===== src/rtl/div_unit.sv =====
// div_unit: multi-cycle RV32M divider (DIV, DIVU, REM, REMU).
// Radix-2 restoring division on operand magnitudes, one quotient bit per
// cycle. Signs are fixed up once, in DONE. The write-port outputs are
// registered, so the strobe appears on the edge that leaves DONE.
module div_unit #(
  parameter int XLEN       = 32,
  parameter int REG_ADDR_W = 5
) (
  input  logic                  clk,
  input  logic                  rst,
  input  logic                  start,
  input  logic                  flush,
  input  logic [1:0]            op,
  input  logic [XLEN-1:0]       rs1_data,
  input  logic [XLEN-1:0]       rs2_data,
  input  logic [REG_ADDR_W-1:0] rd_addr,
  output logic                  busy,
  output logic                  we,
  output logic [REG_ADDR_W-1:0] waddr,
  output logic [XLEN-1:0]       wdata
);

  localparam int CW = $clog2(XLEN);
  localparam logic [XLEN-1:0] INT_MIN = {1'b1, {(XLEN-1){1'b0}}};

  typedef enum logic [1:0] {IDLE, CALC, DONE} state_t;

  state_t state, state_nxt;

  logic [XLEN-1:0]       quo, rem, dvsr;
  logic [CW-1:0]         count;
  logic                  sel_rem, neg_q, neg_r, bypass;
  logic [REG_ADDR_W-1:0] addr_q;

  logic                  sgn, div_zero, ovf, accept, last;
  logic [XLEN-1:0]       a_mag, b_mag, q_res, r_res;
  logic [XLEN:0]         trial;

  // Acceptance-time decode of the incoming operands.
  assign sgn      = ~op[0];
  assign a_mag    = (sgn && rs1_data[XLEN-1]) ? -rs1_data : rs1_data;
  assign b_mag    = (sgn && rs2_data[XLEN-1]) ? -rs2_data : rs2_data;
  assign div_zero = (rs2_data == '0);
  assign ovf      = sgn && (rs1_data == INT_MIN) && (rs2_data == '1);
  assign accept   = start && !flush;
  assign last     = (count == CW'(XLEN-1));

  // Shift {rem,quo} left by one and try to subtract the divisor from the top.
  assign trial = {rem, quo[XLEN-1]} - {1'b0, dvsr};

  // Special-case results were loaded pre-signed, so they skip the sign fix.
  assign q_res = (neg_q && !bypass) ? -quo : quo;
  assign r_res = (neg_r && !bypass) ? -rem : rem;

  assign busy = (state != IDLE);

  // State register.
  always_ff @(posedge clk) begin
    if (rst) state <= IDLE;
    else     state <= state_nxt;
  end

  // Next-state logic; flush wins over normal progress in CALC and DONE.
  always_comb begin
    state_nxt = state;
    case (state)
      IDLE: if (accept) state_nxt = (div_zero || ovf) ? DONE : CALC;
      CALC: begin
        if (flush)     state_nxt = IDLE;
        else if (last) state_nxt = DONE;
      end
      DONE:    state_nxt = IDLE;
      default: state_nxt = IDLE;
    endcase
  end

  // Datapath and write port: latch on accept, iterate in CALC, write from DONE.
  always_ff @(posedge clk) begin
    if (rst) begin
      quo     <= '0;
      rem     <= '0;
      dvsr    <= '0;
      count   <= '0;
      sel_rem <= 1'b0;
      neg_q   <= 1'b0;
      neg_r   <= 1'b0;
      bypass  <= 1'b0;
      addr_q  <= '0;
      we      <= 1'b0;
      waddr   <= '0;
      wdata   <= '0;
    end else begin
      we <= 1'b0;
      case (state)
        IDLE: begin
          if (accept) begin
            sel_rem <= op[1];
            addr_q  <= rd_addr;
            neg_q   <= sgn && (rs1_data[XLEN-1] ^ rs2_data[XLEN-1]);
            neg_r   <= sgn && rs1_data[XLEN-1];
            dvsr    <= b_mag;
            count   <= '0;
            if (div_zero) begin
              quo    <= '1;
              rem    <= rs1_data;
              bypass <= 1'b1;
            end else if (ovf) begin
              quo    <= INT_MIN;
              rem    <= '0;
              bypass <= 1'b1;
            end else begin
              quo    <= a_mag;
              rem    <= '0;
              bypass <= 1'b0;
            end
          end
        end
        CALC: begin
          if (!flush) begin
            if (!trial[XLEN]) begin
              rem <= trial[XLEN-1:0];
              quo <= {quo[XLEN-2:0], 1'b1};
            end else begin
              rem <= {rem[XLEN-2:0], quo[XLEN-1]};
              quo <= {quo[XLEN-2:0], 1'b0};
            end
            count <= count + 1'b1;
          end
        end
        DONE: begin
          if (!flush) begin
            we    <= 1'b1;
            waddr <= addr_q;
            wdata <= sel_rem ? r_res : q_res;
          end
        end
        default: ;
      endcase
    end
  end

endmodule


===== config.mk =====
export PLATFORM = sky130hd
export DESIGN_NAME = div_unit
export DESIGN_NICKNAME = d
export VERILOG_FILES = /design/src/rtl/div_unit.sv
export SDC_FILE = /design/constraint.sdc
export NUM_CORES = 1
export LEC_CHECK = 0
export ABC_AREA = 1
export CAP_MARGIN = 20
export CORE_MARGIN = 2
export CORE_UTILIZATION = 55
export CTS_CLUSTER_DIAMETER = 120
export DETAILED_ROUTE_END_ITERATION = 10
export GPL_TIMING_DRIVEN = 0
export PLACE_DENSITY_LB_ADDON = 0.08
export SYNTH_ARGS = -nofsm -noshare
export SYNTH_HDL_FRONTEND = slang
export SYNTH_SLANG_ARGS = --single-unit
export TNS_END_PERCENT = 1

===== constraint.sdc =====
create_clock -name clk -period 3.2 [get_ports clk]
set_clock_uncertainty 0.05 [all_clocks]
set_input_delay 0.64 -clock clk [delete_from_list [all_inputs] [get_ports clk]]
set_output_delay 0.64 -clock clk [all_outputs]
set_load 0.1 [all_outputs]

# --- Word level (Yosys, flattened, before mapping) ---
# Cells that the tools add are included.
classes:
  eq_ne: 8
  n_reduce_logical: 20
  addsub: 6
  mux: 27
  bitwise: 4
op_table:
  columns: ["cell", "n"]
  rows:
  - ["$mux 32", 13]
  - ["$neg 32->32", 4]
  - ["$pmux 32 s2", 2]
  - ["$eq 32x32->1 const B", 2]
  - ["$sub 33x32->33", 1]
  - ["$logic_not 32->1", 1]
  - ["$mux 5", 2]
  - ["$pmux 5 s2", 1]
  - ["$logic_and 1x1->1", 8]
  - ["$mux 2", 4]
  - ["$reduce_and 2->1", 3]
  - ["$add 5x1->5 const B", 1]
  - ["$eq 5x5->1 const B", 1]
  - ["$mux 1", 4]
  - ["$ne 2x2->1 const B", 2]
  - ["$pmux 2 s2", 1]
  - ["$reduce_bool 2->1", 2]
  - ["$ne 3x3->1 const B", 1]
  - ["$not 1->1", 3]
  - ["$reduce_and 3->1", 1]
  - ["$eq 2x1->1 const B", 1]
  - ["$eq 2x2->1 const B", 1]
  - ["$logic_not 1->1", 2]
  - ["$logic_not 2->1", 1]
  - ["other kinds (3)", 3]
word_totals:
  in_bits: 75
  ff_bits: 150
  out_inout_bits: 39
  wordCells: 78

# --- Longest topological paths before layout ---
# Gate-level depths: netlist of the first run.
logic_depth:
  depth_word: 7
  ltp_mapped: 19
  depth_no_buf: 18

# --- Worst setup path after synthesis of the first run ---
# Ideal clock, no wire load.
synth_timing:
  kind: "register to register"
  from: "register quo[31]"
  to: "register rem[3]"
  stages_incl_launch_ff: 19
  n_path_buf: 1
  period_less_slack_ns: 2.285
  t_arrival_ns: 2.103
  t_required_ns: 3.018
  setup_time_ns: 0.132
  slack_ns: 0.915
  path_cell_list: "dfxtp_1 > inv_1 > ha_1 > fa_1 > inv_1 > nand3_1 > nand2_2 > nand2_2 > nand2_4 > nand2_2 > nand2_4 > nand2_4 > nand2_4 > nand2_2 > nand2_4 > buf_6 > nand2_1 > nand3_1 > a21oi_1"
synth_via:
  elab_chain_cells: 4
synth_rtl:
  columns: ["element", "line", "rtl"]
  rows:
  - ["from (decl)", "30", "logic [XLEN-1:0] quo, rem, dvsr;"]
  - ["from (signal assigned)", "112", "quo <= a_mag;"]
  - ["from (signal assigned)", "122", "quo <= {quo[XLEN-2:0], 1'b1};"]
  - ["from (signal assigned)", "125", "quo <= {quo[XLEN-2:0], 1'b0};"]
  - ["$sub 33x32->33", "49", "assign trial = {rem, quo[XLEN-1]} - {1'b0, dvsr};"]
  - ["$mux 32", "120", "if (!trial[XLEN]) begin"]
  - ["$mux 32", "119", "if (!flush) begin"]
  - ["$pmux 32 s2", "94", "case (state)"]
  - ["to (signal assigned)", "105", "rem <= rs1_data;"]
  - ["to (signal assigned)", "121", "rem <= trial[XLEN-1:0];"]
  - ["to (signal assigned)", "124", "rem <= {rem[XLEN-2:0], quo[XLEN-1]};"]
  - ["to (decl)", "30", null]
# No other way between the ends. The select of a mux whose other input is x is not followed.
# A chain may end at the register's enable or synchronous reset.

# --- Worst setup path in the final report of the first run ---
layout_timing:
  from: "register quo[31]"
  to: "register rem[11]"
# Same word-level chain as after synthesis.

==> flow_summary.yaml, run 1 <==
timing:
  rsz0062_at_grt: "false"
  worst_pin_slew_ns: 0.991
  hold_viol: 0
  slew_headroom_pct: 33.7
  fin_crit_ns: 3.05
  hold_slack_ns: 0.401
  fmax_mhz: 328
  finalCritPeriodShare_pct: 95.2
  slew_violations: 0
  setup_violations: 0
yosys:
  synth_seq_cells: 150
  synth.area.top_cells: "dfxtp_1 (22%), nand2_1 (18%), inv_1 (11%)"
  synth_edf_count: 0
  synth_top_area_share_pct: 21.6
  synth_area_per_cell_um2: 5.75
  synth_seq_area_share_pct: 21.6
  yosys_warnings: 0
  netlist_area_um2: 13900
  synth_top_area_cell: "dfxtp_1"
  synth.distinct_cells: 55
  synthFlopType: "dfxtp_1"
  syn-num-nets: 2538
  synthCells: 2423
  async_flop_share_pct: 0
die:
  die_x_um: 163
  rows: 58
  ioPinCount: 114
  dieHeight_um: 163
  die-area_um2: 26600
  core_area_um2: 25000
  start_util_pct: 55.7
layout:
  area_growth_pct: 15.6
  final_nets: 2669
  finalNonFillerCells: 2897
  layout-drive-gt1-share_pct: 7.67
  diodes: 0
clock_network:
  cts_hold_buf: 0
  insertion_delay_ns: 0.44
  post_cts_buffers: 0
  h-tree-depth: 4
  cts_tree: "yes"
  clkSlewWorstSetupHoldPaths_ns: 0.08
  clockBufferDepth: 2
  cts_root_buf: "clkbuf_16"
  clkSinkCount: 150
  cts_buffers: 17
grt:
  grt_pass1_wl_mm: 81.7
  grt_max_degree: 17
  grt_util_all_layers_pct: 39.9
  grt_pass1_vias: 14900
  grt_overflow: 0
  grt_antenna_before_repair: 0
drt:
  antenna_left: 0
  routed_wl_mm: 53.5
  drt_iter0_drc: 2318
  wl_per_cell_um: 18.5
  drc_errors: 0
  vias: 16700
  vias_per_cell: 5.77
  drt_first_pass_iters: 8
critical_path:
  path_class: "flop to flop"
  r2r-end: "rem[11]$_SDFFE_PP0P_"
  rr_startpoint: "quo[31]$_SDFFE_PP0P_"
  startpoint_type: "flop"
  crit_arrival_ns: 3.31
  worstSetupEndpointType: "flop"
  cp_max_fo: 10
  r2r_slack_ns: 0.15
  worstRegToRegCells: 18
  cp.required_ns: 3.46
hold_path:
  worstHoldStart: "addr_q[0]$_SDFFE_PP0P_"
  hp-class: "flop to flop"
  hold_end: "addr_q[0]$_SDFFE_PP0P_"
  hold_depth: 2
place:
  place_inst: 2865
  post-dp-hpwl_mm: 43.3
  io_buffers: 112
  globalplace.congestion: 1.08
power:
  p_leak_nw: 7.98
  ir_drop_v: 0.000268
  power.density_nw_per_um2: 460
status:
  status: "finished, final reports clean"
run:
  maxCapViolations: 0
## final cells by class
class	count	area, um2
clock inverter	14	204
timing repair buffer	112	1120
inverter	416	1560
tap	330	413
multi-input combinational	1775	8960
sequential	150	3000
buffer	82	413
fill	2493	8930
clock buffer	18	429
## worst max-delay path by stage
| stage | start | to | slack, ns | cells after the start |
|---|---|---|---|---|
| 2_1_floorplan | quo[31]$_SDFFE_PP0P_ | rem[3]$_SDFFE_PP0P_ | 0.91 | 18 |
| 5_1_grt | quo[31]$_SDFFE_PP0P_ | rem[11]$_SDFFE_PP0P_ | 0.07 | 18 |
| 3_5_place_dp | flush | wdata[9]$_SDFFE_PP0P_ | -0.47 | 7 |
| 4_1_cts | flush | wdata[18]$_SDFFE_PP0P_ | 0.19 | 7 |
| 3_3_place_gp | flush | wdata[9]$_SDFFE_PP0P_ | -0.51 | 7 |
| 6_report | quo[31]$_SDFFE_PP0P_ | rem[11]$_SDFFE_PP0P_ | 0.15 | 18 |
## worst max-delay path, cell delays in order, from the launching register on
cell	delay [ns]
dfxtp_1	0.49
inv_1	0.23
ha_1	0.28
fa_1	0.41
inv_1	0.10
nand3_1	0.09
nand2_2	0.14
nand2_2	0.08
nand2_4	0.08
nand2_2	0.07
nand2_4	0.08
nand2_4	0.08
nand2_4	0.10
nand2_2	0.07
nand2_4	0.13
buf_6	0.18
nand2_1	0.09
nand3_1	0.10
a21oi_2	0.06
## placed cells by master (no fill, tap or decap), types with 9 or more instances in the layout
master,instances
a21oi_1,126
a21oi_2,37
buf_1,11
buf_2,17
buf_6,9
clkbuf_1,43
clkbuf_16,17
clkdlybuf4s50_1,112
dfxtp_1,150
ha_1,39
inv_1,401
inv_2,11
nand2_1,650
nand2_2,12
nand3_1,261
nand4_1,29
nor2_1,234
nor2_2,29
nor3_1,32
o211ai_1,18
o21a_1,19
o21ai_0,148
or2_2,9
xor2_1,43
## cell families after synthesis
group	count (synthesis)	synth area share, %
xor gates and xnor gates	46	2.89
buffers and inverters	498	14.2
DFF	150	21.6
and+or+nand+nor	1304	41.6
AOI/OAI and AO/OA	385	16.2
adders and majority gates	40	3.65
## timing repair
item / 4_1_cts / 5_1_grt
resized for setup: 1 / 1
pin swaps: 0 / 0
endpoints found under the setup margin: 1 / 3
## report_power, final
part | leakage [nW] | switching (mW) | total (mW) | internal (mW)
Combinational | 6.44 | 2.10 | 3.06 | 0.962
Clock | 0.311 | 0.960 | 2.23 | 1.27
Sequential | 1.23 | 0.133 | 2.11 | 1.98
## stage by stage
stage | instance area, um2 | total power [mW] | setup WS, ns | util (%) | setup TNS, ns
floorplan | 13900 | 4.20 | 0.915 | - | 0
global placement | 15500 | 5.03 | -0.511 | 61.8 | -3.15
detailed placement | 15500 | 5.08 | -0.473 | 61.8 | -3.29
CTS | 16100 | 7.28 | 0.187 | 64.3 | 0
global route | 16100 | 7.77 | 0.0672 | 64.3 | 0
finish | 16100 | 7.40 | 0.155 | 64.3 | 0
## state kept, by name, summed over array words and instances (netlist names)
| name | count |
|---|---|
| we | 1 |
| quo | 32 |
| wdata | 32 |
| neg_q | 1 |
| dvsr | 32 |
| neg_r | 1 |
| state | 2 |
| addr_q | 5 |
| sel_rem | 1 |
| rem | 32 |
| bypass | 1 |
| waddr | 5 |
| count | 5 |
## cell usage after synthesis, types with 5 or more instances
cell	number
nand2_2	12
nand2_4	8
o21ai_1	8
nand3_2	6
nor2_4	7
o211ai_1	18
inv_1	401
o21a_1	19
clkbuf_1	42
a21oi_2	37
nand3_1	261
nor2_1	234
a21oi_1	126
o21ai_0	148
buf_6	9
or2_2	9
a31oi_1	5
nor2_2	29
xor2_1	43
nor4_1	5
nor3_1	33
buf_2	17
dfxtp_1	150
nand2_1	650
buf_1	11
ha_1	39
inv_2	11
nand4_1	29
## metal layers
layer | wire, um | GRT usage (%) | vias up
met5 | 0 | 0 | -
met2 | 22300 | 61.1 | 1047
met3 | 6460 | 7.80 | 152
met4 | 2160 | 14.4 | 0
met1 | 22600 | 55.6 | 7547
li1 | - | - | 7984
Note: power is estimated with default switching activity, not from simulation.
==> run 2: changes to the inputs <==
--- a/config.mk
+++ b/config.mk
@@ -9,3 +9,3 @@
 export CAP_MARGIN = 20
-export CORE_MARGIN = 2
+export CORE_MARGIN = 10
 export CORE_UTILIZATION = 55
--- a/constraint.sdc
+++ b/constraint.sdc
@@ -4,2 +4,2 @@
 set_output_delay 0.64 -clock clk [all_outputs]
-set_load 0.1 [all_outputs]
+set_load 0.02 [all_outputs]
==> run 2 against run 1 <==
  * Non-clock buffer count did not move
  * Via count down 0.19%
  * Worst hold slack better by 0.00054 ns
  * Flip-flop and latch count stayed put
==> flow_summary.yaml, run 2 (synthesis results as in run 1) <==
hold_path:
  hp-class: "flop to flop"
  hold_end: "addr_q[4]$_SDFFE_PP0P_"
  hold_depth: 2
  worstHoldStart: "addr_q[4]$_SDFFE_PP0P_"
clock_network:
  clockBufferDepth: 2
  post_cts_buffers: 0
  cts_hold_buf: 0
  insertion_delay_ns: 0.45
  clkSlewWorstSetupHoldPaths_ns: 0.08
  cts_tree: "yes"
  cts_root_buf: "clkbuf_16"
  cts_buffers: 17
  h-tree-depth: 4
  clkSinkCount: 150
timing:
  rsz0062_at_grt: "false"
  slew_violations: 0
  fmax_mhz: 335
  setup_violations: 0
  worst_pin_slew_ns: 0.926
  fin_crit_ns: 2.98
  slew_headroom_pct: 38.3
  hold_viol: 0
  finalCritPeriodShare_pct: 93.3
place:
  place_inst: 2865
  globalplace.congestion: 1.10
  dpl_cell_area_um2: 15500
  post-dp-hpwl_mm: 45.0
  io_buffers: 112
die:
  die_x_um: 179
  ioPinCount: 114
  rows: 58
  start_util_pct: 55.7
  core_area_um2: 25000
  die-area_um2: 32100
  dieHeight_um: 179
grt:
  grt_overflow: 0
  grt_antenna_before_repair: 0
  grt_util_all_layers_pct: 34.0
  grt_pass1_vias: 15300
  grt_max_degree: 19
  grt_pass1_wl_mm: 84.3
layout:
  finalNonFillerCells: 2897
  area_growth_pct: 15.6
  final_nets: 2669
  layout-drive-gt1-share_pct: 7.75
  final_common_cell: "nand2_1"
  diodes: 0
  final_cell_mix: "nand2_1 (650), inv_1 (401), nand3_1 (261)"
  stdcell_area_um2: 16100
power:
  ir_drop_v: 0.000314
  p_leak_nw: 7.97
  power.density_nw_per_um2: 456
drt:
  routed_wl_mm: 55.4
  drt_iter0_drc: 2423
  drc_errors: 0
  antenna_left: 0
  vias: 16700
  vias_per_cell: 5.76
  wl_per_cell_um: 19.1
  drt_first_pass_iters: 9
status:
  status: "finished, final reports clean"
critical_path:
  cp.required_ns: 3.47
  crit_arrival_ns: 3.25
  cp_num_buf_inv: 3
  path_class: "flop to flop"
  slowest_delay_ns: 0.43
  r2r-end: "rem[12]$_SDFFE_PP0P_"
  r2r_slack_ns: 0.22
  rr_startpoint: "quo[31]$_SDFFE_PP0P_"
  critPathTopFamily: "simple AND/OR/NAND/NOR gates"
  cp.depth: 18
  cpMostUsedCell: "nand2_4"
  path_cells: "inv_1 > ha_1 > fa_1 > inv_1 > nand3_1 > nand2_2 > nand2_2 > nand2_4 > nand2_2 > nand2_4 > nand2_4 > nand2_4 > nand2_2 > nand2_4 > buf_6 > nand2_1 > nand3_1 > a21oi_2"
  slowest_stage: "dfxtp_2"
  startpoint_type: "flop"
  worstRegToRegCells: 18
  worstSetupEndpointType: "flop"
  cp_max_fo: 10
run:
  maxCapViolations: 0
[run 2: cell types whose count changed in the layout (fill, tap and decap cells not counted), sizes merged]
| cell | previous run | this run |
|---|---|---|
| bufinv | 3 | 1 |
| inv | 421 | 419 |
| clkbuf | 61 | 60 |
| clkinv | 6 | 11 |
[run 2: report_power, final]
part / switching [mW] / internal, mW / total [mW]
logic: 2.10 / 0.963 / 3.06
registers: 0.137 / 1.98 / 2.11
clock network: 1.03 / 1.13 / 2.17
[run 2: what timing repair did]
action | in CTS | in global routing
gates cloned | 0 | 0
setup endpoints to repair | 1 | 14
gates resized for setup | 1 | 2
hold endpoints to repair | 0 | 0
[run 2: worst max-delay path by stage]
stage	start	end
3_5_place_dp	flush	wdata[9]$_SDFFE_PP0P_
6_report	quo[31]$_SDFFE_PP0P_	rem[12]$_SDFFE_PP0P_
5_1_grt	quo[31]$_SDFFE_PP0P_	rem[2]$_SDFFE_PP0P_
3_3_place_gp	flush	wdata[9]$_SDFFE_PP0P_
2_1_floorplan	quo[31]$_SDFFE_PP0P_	rem[3]$_SDFFE_PP0P_
4_1_cts	flush	wdata[18]$_SDFFE_PP0P_
[run 2: worst reg2reg max path: cells and delay by family (launching register included)]
family | cells | cell delay, ns
buffers and inverters | 3 | 0.49
AOI/OAI and AO/OA | 1 | 0.06
and+or+nand+nor | 12 | 1.12
DFF | 1 | 0.43
adders and majority gates | 2 | 0.71
[run 2: stage by stage]
stage | setup slack, ns | power, mW | hold slack (ns) | util, % | TNS (ns)
5_1_grt | 0.103 | 7.71 | 0.435 | 64.3 | 0
6_report | 0.215 | 7.34 | 0.401 | 64.3 | 0
2_1_floorplan | 0.915 | 4.18 | 0.370 | - | 0
3_5_place_dp | -0.456 | 5.08 | 0.390 | 61.8 | -2.66
3_3_place_gp | -0.433 | 5.03 | 0.382 | 61.8 | -1.92
4_1_cts | 0.200 | 7.23 | 0.406 | 64.3 | 0
[run 2: layout make-up]
cell class / count / area (um2)
Inverter: 416 / 1560
Clock buffer: 17 / 425
Timing Repair Buffer: 112 / 1120
Tap cell: 330 / 413
Fill cell: 2471 / 8940
Clock inverter: 15 / 200
Sequential cell: 150 / 3000
Multi-Input combinational cell: 1775 / 8960
Buffer: 82 / 413
[run 2: layer usage]
metal	GRT usage, %	part of all wire [%]	vias to the layer above
met5	0	0	-
met3	9.65	13	161
met4	13.1	4.2	0
met1	45.4	41	7489
met2	50.8	42	1073
li1	-	-	7975
